**src/rtl/nfa_pkg.sv**
```systemverilog
// nfa_pkg: shared class indices, default decoder width and class-index width helper for the NFA engines
package nfa_pkg;
  localparam int N_CLASS_DEF = 64;
  localparam int CLS_SPACE = 0, CLS_COLON = 1, CLS_SEMI = 2, CLS_DIGIT = 3;
  localparam int CLS_A = 4, CLS_B = 5, CLS_C = 6, CLS_D = 7, CLS_E = 8, CLS_F = 9, CLS_G = 10;
  localparam int CLS_H = 11, CLS_I = 12, CLS_J = 13, CLS_K = 14, CLS_L = 15, CLS_M = 16;
  localparam int CLS_N = 17, CLS_O = 18, CLS_P = 19, CLS_Q = 20, CLS_R = 21, CLS_S = 22;
  localparam int CLS_T = 23, CLS_U = 24, CLS_V = 25, CLS_W = 26, CLS_X = 27, CLS_Y = 28;
  localparam int CLS_Z = 29;
  function automatic int cls_w(input int n);
    return (n > 1) ? $clog2(n) : 1;
  endfunction
endpackage

```
**src/rtl/nfa_state_cell.sv**
```systemverilog
// nfa_state_cell: one chain position; consumes its class when fed, or loops on itself when starred
module nfa_state_cell (
  input  logic clk,
  input  logic rst,
  input  logic en,
  input  logic sod,
  input  logic cls,
  input  logic feed,
  input  logic star,
  output logic q
);
  always_ff @(posedge clk)
    q <= (rst || (sod && !en)) ? 1'b0 : en ? (cls & (feed | (star & q & !sod))) : q;
endmodule

```
**src/rtl/nfa_chain_engine.sv**
```systemverilog
// nfa_chain_engine: linear class chain NFA with sticky match; NFA_MATCH_OFFSET_EN builds the match byte offset
module nfa_chain_engine
  import nfa_pkg::*;
#(
  parameter int                        N_STATES  = 24,
  parameter int                        N_CLASS   = N_CLASS_DEF,
  parameter int                        CLS_W     = cls_w(N_CLASS),
  parameter logic [N_STATES*CLS_W-1:0] CLASS_SEL = '0,
  parameter logic [N_STATES-1:0]       STAR_MASK = '0,
  parameter bit                        ANCHORED  = 1'b0,
  parameter int                        OFF_W     = 16
) (
  input  logic               clk,
  input  logic               rst,
  input  logic               sod,
  input  logic               en,
  input  logic [N_CLASS-1:0] cls_in,
  output logic               match,
  output logic               match_pulse,
  output logic [OFF_W-1:0]   match_offset
);
  logic [N_STATES:0]   feed;
  logic [N_STATES-1:0] q;
  logic                unused_cls;
  assign unused_cls = ^cls_in;
  assign feed[0] = ANCHORED ? (sod & en) : 1'b1;
  // a new packet sees an empty chain, so stale state never feeds forward on sod
  for (genvar i = 0; i < N_STATES; i++) begin : g_st
    assign feed[i+1] = (q[i] & !sod) | (STAR_MASK[i] & feed[i]);
    nfa_state_cell u_cell (
      .clk  (clk),
      .rst  (rst),
      .en   (en),
      .sod  (sod),
      .cls  (cls_in[CLASS_SEL[i*CLS_W +: CLS_W]]),
      .feed (feed[i]),
      .star (STAR_MASK[i]),
      .q    (q[i])
    );
  end
  always_ff @(posedge clk)
    if (rst || sod) begin
      match       <= 1'b0;
      match_pulse <= 1'b0;
    end else begin
      match       <= match | feed[N_STATES];
      match_pulse <= !match & feed[N_STATES];
    end
`ifdef NFA_MATCH_OFFSET_EN
  logic [OFF_W-1:0] cnt, last_idx;
  always_ff @(posedge clk)
    if (rst || (sod && !en)) begin
      cnt          <= '0;
      last_idx     <= '0;
      match_offset <= '0;
    end else begin
      if (en) begin
        cnt      <= sod ? OFF_W'(1) : (&cnt ? cnt : cnt + OFF_W'(1));
        last_idx <= sod ? '0 : cnt;
      end
      match_offset <= sod ? '0 : (!match && feed[N_STATES]) ? last_idx : match_offset;
    end
`else
  assign match_offset = '0;
`endif
endmodule

```
**config.mk**
```make
export PLATFORM = sky130hd
export DESIGN_NAME = nfa_chain_engine
export DESIGN_NICKNAME = d
export VERILOG_FILES = /design/src/rtl/nfa_pkg.sv /design/src/rtl/nfa_state_cell.sv /design/src/rtl/nfa_chain_engine.sv
export SDC_FILE = /design/constraint.sdc
export NUM_CORES = 1
export LEC_CHECK = 0
export CAP_MARGIN = 15
export CELL_PAD_IN_SITES_DETAIL_PLACEMENT = 2
export CELL_PAD_IN_SITES_GLOBAL_PLACEMENT = 2
export CORE_ASPECT_RATIO = 0.8
export CORE_MARGIN = 4
export CORE_UTILIZATION = 19
export CTS_BUF_LIST = sky130_fd_sc_hd__clkbuf_8
export DETAILED_ROUTE_END_ITERATION = 10
export HOLD_SLACK_MARGIN = 0.03
export MAX_ROUTING_LAYER = met4
export PLACE_DENSITY = 0.95
export RECOVER_POWER = 25
export SYNTH_ARGS = -nofsm -noshare
export SYNTH_HDL_FRONTEND = slang
export SYNTH_SLANG_ARGS = --single-unit
```
**constraint.sdc**
```tcl
create_clock -name clk -period 2.22 [get_ports clk]
set_input_delay 0.444 -clock clk [delete_from_list [all_inputs] [get_ports clk]]
set_output_delay 0.444 -clock clk [all_outputs]
set_load 0.01 [all_outputs]
```
==> flow_summary.json, run 1 <==
{
  "synth-seq-cells": 26,
  "synth_flop_cell": "dfxtp_1",
  "die_w_microns": 95.4,
  "lastStage": "detailed routing (5_2_route)",
  "netlist_top_cells_count": "dfxtp_1, nand2b_1, nand3_1",
  "core.rowCount": 25,
  "cts_buffer_depth": 2,
  "post_cts_resized": 0,
  "yosysSeqAreaShare_pct": 44.8,
  "synth_top_cell_by_area": "dfxtp_1",
  "start_util_pct": 19.6,
  "die_height_microns": 77.9,
  "count_of_pins_on_the_block_boundary": 86,
  "share_of_flip_flops_with_an_asynchronous_set_or_reset_after_synthesis_pct": 0,
  "syn_area_sq_mm": 0.00116,
  "place_hpwl_microns": 1590,
  "hold_buffers": 0,
  "tritoncts.num_buffers": 3,
  "cts_max_level": 1,
  "grt_antenna_before_repair": 0,
  "grt_pass1_vias": 866,
  "port-buffer-count": 6,
  "gp_weighted_congestion": 0.614,
  "post_cts.repair.setup_buffers": 0,
  "maximum_number_of_pins_on_one_net_before_global_route_repair": 26,
  "result_of_the_run": "did not finish",
  "most_frequent_cell_after_synthesis": "dfxtp_1",
  "track_usage_pct": 6.91,
  "ys_types": 15,
  "clockRootBuffer": "clkbuf_8",
  "clock_sink_count": 26,
  "synth.top_cell.area_share_pct": 44.8,
  "post_synth.cell_area_avg_sq_um": 9.00,
  "ys.warnings.count": 0,
  "global_route_wire_length_before_repair_microns": 3980,
  "synth_enable_flop_cells": 0,
  "post_synth_inst_count": 129,
  "gr-total-overflow": 0,
  "first_error": "[ERROR DRT-0255] Maze Route cannot find path of net clk in worker of routeBox ( 48300 0 ) ( 95400 48300 ).",
  "synth_area_leaders": "dfxtp_1, nand2b_1, buf_4"
}
-- metrics by stage --
stage               setup slack, ps  instance area [sq um]  instances  hold slack [ps]  util, %
floorplan                      1110                   1220        144              443        -
global placement                531                   1230        210              430     20.8
detailed placement              473                   1230        210              465     20.8
CTS                             562                   1270        213              479     21.5
global route                    316                   1260        213              494     21.4
-- cells by family after synthesis --
group / Yosys count / share of synthesized area, %
and+or+nand+nor: 52 / 25.2
AOI/OAI and AO/OA: 24 / 13.6
DFF: 26 / 44.8
other: 1 / 0.323
buffers and inverters: 26 / 16.1
-- per-layer routing --
metal  GRT usage, %
met1           7.89
met2           11.1
met3           1.84
met4           3.41
met5              -
==> inputs of run 2 (changes only) <==
- CELL_PAD_IN_SITES_DETAIL_PLACEMENT: 2 -> unset
- CELL_PAD_IN_SITES_GLOBAL_PLACEMENT: 2 -> unset
- CORE_AREA: unset -> 4 4 65 67
- CORE_ASPECT_RATIO: 0.8 -> unset
- CORE_MARGIN: 4 -> unset
- CORE_UTILIZATION: 19 -> unset
- CTS_BUF_LIST: sky130_fd_sc_hd__clkbuf_8 -> unset
- DIE_AREA: unset -> 0 0 69 71
- HOLD_SLACK_MARGIN: 0.03 -> unset
- MAX_ROUTING_LAYER: met4 -> unset
- PLACE_DENSITY: 0.95 -> unset
- PLACE_DENSITY_LB_ADDON: unset -> 0.15
==> run 2 against run 1 <==
  * Global-route usage is 0.68 points higher
  * The run now ends clean
  * Area after synthesis stayed put
  * Synthesized cell count stayed put
==> flow_summary.json, run 2 <==
{
  "critical_path.startpoint_type": "input port",
  "synth_flop_cell": "dfxtp_1",
  "wl_met1_microns": 854,
  "synth.top_cell.area_share_pct": 44.8,
  "cts_max_level": 1,
  "worst_slew_pin_slew_ps": 535,
  "detailedRoute.firstPassIterationCount": 4,
  "grt_antenna_before_repair": 0,
  "min-delay-path-class": "reg2reg",
  "result_of_the_run": "completed",
  "synth_top_cell_by_area": "dfxtp_1",
  "finalClockSkew_ps": 4.19,
  "sequential_cell_area_sq_um": 520,
  "arrival_ps": 1950,
  "largest_registers_in_the_final_layout": "g_st.u_cell.q (24), match (1), match_pulse (1)",
  "gr-total-overflow": 0,
  "grt_pass1_vias": 705,
  "final.min_clock_period_ps": 1740,
  "die_area_sq_mm": 0.00490,
  "ys_types": 15,
  "share_of_flip_flops_with_an_asynchronous_set_or_reset_after_synthesis_pct": 0,
  "syn_area_sq_mm": 0.00116,
  "clock_sink_count": 26,
  "coreArea_sq_mm": 0.00363,
  "wl_microns": 1760,
  "synth-seq-cells": 26,
  "route.top_layer_used": "met3",
  "drcViolationCount": 0,
  "synth_area_leaders": "dfxtp_1, nand2b_1, buf_4",
  "layout.cells.most_common_list": "dfxtp_1, nand2b_1, nand3_1",
  "mean_number_of_vias_per_cell": 4.34,
  "netlist_top_cells_count": "dfxtp_1, nand2b_1, nand3_1",
  "report.final.slew_viol_count": 0,
  "avgRoutedWirePerCell_microns": 9.79,
  "finalNetCount": 201,
  "achievable-frequency_mhz": 575,
  "cap_violations": 0,
  "port-buffer-count": 6,
  "peak_fanout_along_the_critical_path": 36,
  "fin_crit_sh_pct": 78.4,
  "first_iter_violations": 69,
  "vias": 782,
  "clk_transition_reported_paths_ps": 90,
  "post_synth_inst_count": 129,
  "diodes": 0,
  "count_of_pins_on_the_block_boundary": 86,
  "regMostFlops": "g_st.u_cell.q",
  "hold_buffers": 0,
  "timing.final.hold_violations": 0,
  "report.final.setup_viol": 0,
  "slew_headroom_pct": 64.3,
  "met3RoutedLength_microns": 101,
  "clockRootBuffer": "clkbuf_8",
  "number_of_fill_cells": 395,
  "yosysSeqAreaShare_pct": 44.8,
  "start_util_pct": 32.0,
  "most_frequent_cell_after_synthesis": "dfxtp_1",
  "global_route_wire_length_before_repair_microns": 3140,
  "tritoncts.num_buffers": 3,
  "gp_weighted_congestion": 0.626,
  "core.rowCount": 22,
  "timing_worst_setup_path_type": "in2reg",
  "multi_input_comb_area_sq_um": 510,
  "post-route-cell-area_sq_mm": 0.00123,
  "leakagePower_nw": 0.381,
  "largest_reg_flops": 24,
  "areaGrowthSynthToFinish_pct": 6.25,
  "end_kind": "register",
  "grt_setup_unrepaired": "no",
  "layout.cells.most_common": "dfxtp_1",
  "timing.critical_path.required_ps": 2430,
  "ys.warnings.count": 0,
  "post_synth.cell_area_avg_sq_um": 9.00,
  "peakVddDrop_mv": 0.339,
  "place_hpwl_microns": 1070,
  "power_density_mw_per_mm2": 671,
  "antenna_violating_nets_post_route": 0,
  "met2_wirelength_microns": 807,
  "maximum_number_of_pins_on_one_net_before_global_route_repair": 37,
  "post_cts_resized": 0,
  "cts_buffer_depth": 2,
  "clock_latency_ps": 270,
  "die_w_microns": 69,
  "final_layout_size_suffix_gt1_share_pct": 13.6,
  "synth_enable_flop_cells": 0,
  "cts_tree": "built",
  "die_height_microns": 71,
  "track_usage_pct": 7.59,
  "fin_setup_tns_ps": 0,
  "placed_cell_areas_sq_mm": 0.00118,
  "post_cts.repair.setup_buffers": 0
}
run 2: cell counts after synthesis:
No cell type changed its count.
run 2: logic make-up after synthesis:
group	count (synthesis)	synth area share [%]
DFF	26	44.8
buffers and inverters	26	16.1
other	1	0.323
and+or+nand+nor	52	25.2
AOI/OAI and AO/OA	24	13.6
run 2: report_power, final:
part | switching, mW | internal [mW] | leakage [nW] | total [mW]
sequential | 0.000457 | 0.467 | 0.209 | 0.467
clock | 0.144 | 0.158 | 0.0288 | 0.302
combinational | 0.0402 | 0.0180 | 0.143 | 0.0582
total | 0.185 | 0.643 | 0.381 | 0.828
run 2: through the flow:
stage	worst slack, ps	util (%)	power (mW)	instances	hold WS, ps
floorplan	1110	-	0.546	144	443
global placement	514	32.5	0.536	176	431
detailed placement	501	32.5	0.537	176	434
CTS	600	34.0	0.845	180	448
global route	352	34.0	0.871	180	485
finish	480	34.0	0.828	180	444
run 2: final timing paths:
check / from / end / slack [ps] / cells after the start
min: match$_SDFF_PP0_ / match_pulse$_SDFF_PP0_ / 440 / 1
min reg2reg: match$_SDFF_PP0_ / match_pulse$_SDFF_PP0_ / 440 / 1
max reg2reg: g_st[0].u_cell.q$_SDFFE_PP0P_ / g_st[0].u_cell.q$_SDFFE_PP0P_ / 1330 / 2
max: en / g_st[0].u_cell.q$_SDFFE_PP0P_ / 480 / 4
run 2: final cells by class:
class | count | share of cell area [%]
Tap cell | 48 | 4.87
Multi-Input combinational cell | 92 | 41.4
Timing Repair Buffer | 10 | 7.10
Clock buffer | 4 | 4.46
Sequential cell | 26 | 42.2
run 2: critical path: stages:
cell	delay, ps
dlygate4sd3_1	530
clkbuf_2	350
or3b_1	490
a21oi_2	130
run 2: layer usage:
layer,vias up,GRT usage [%]
met4,0,1.30
met5,-,0
met3,0,3.27
li1,399,-
met2,17,13.0
met1,366,8.94
Note: power is estimated with default switching activity, not from simulation.
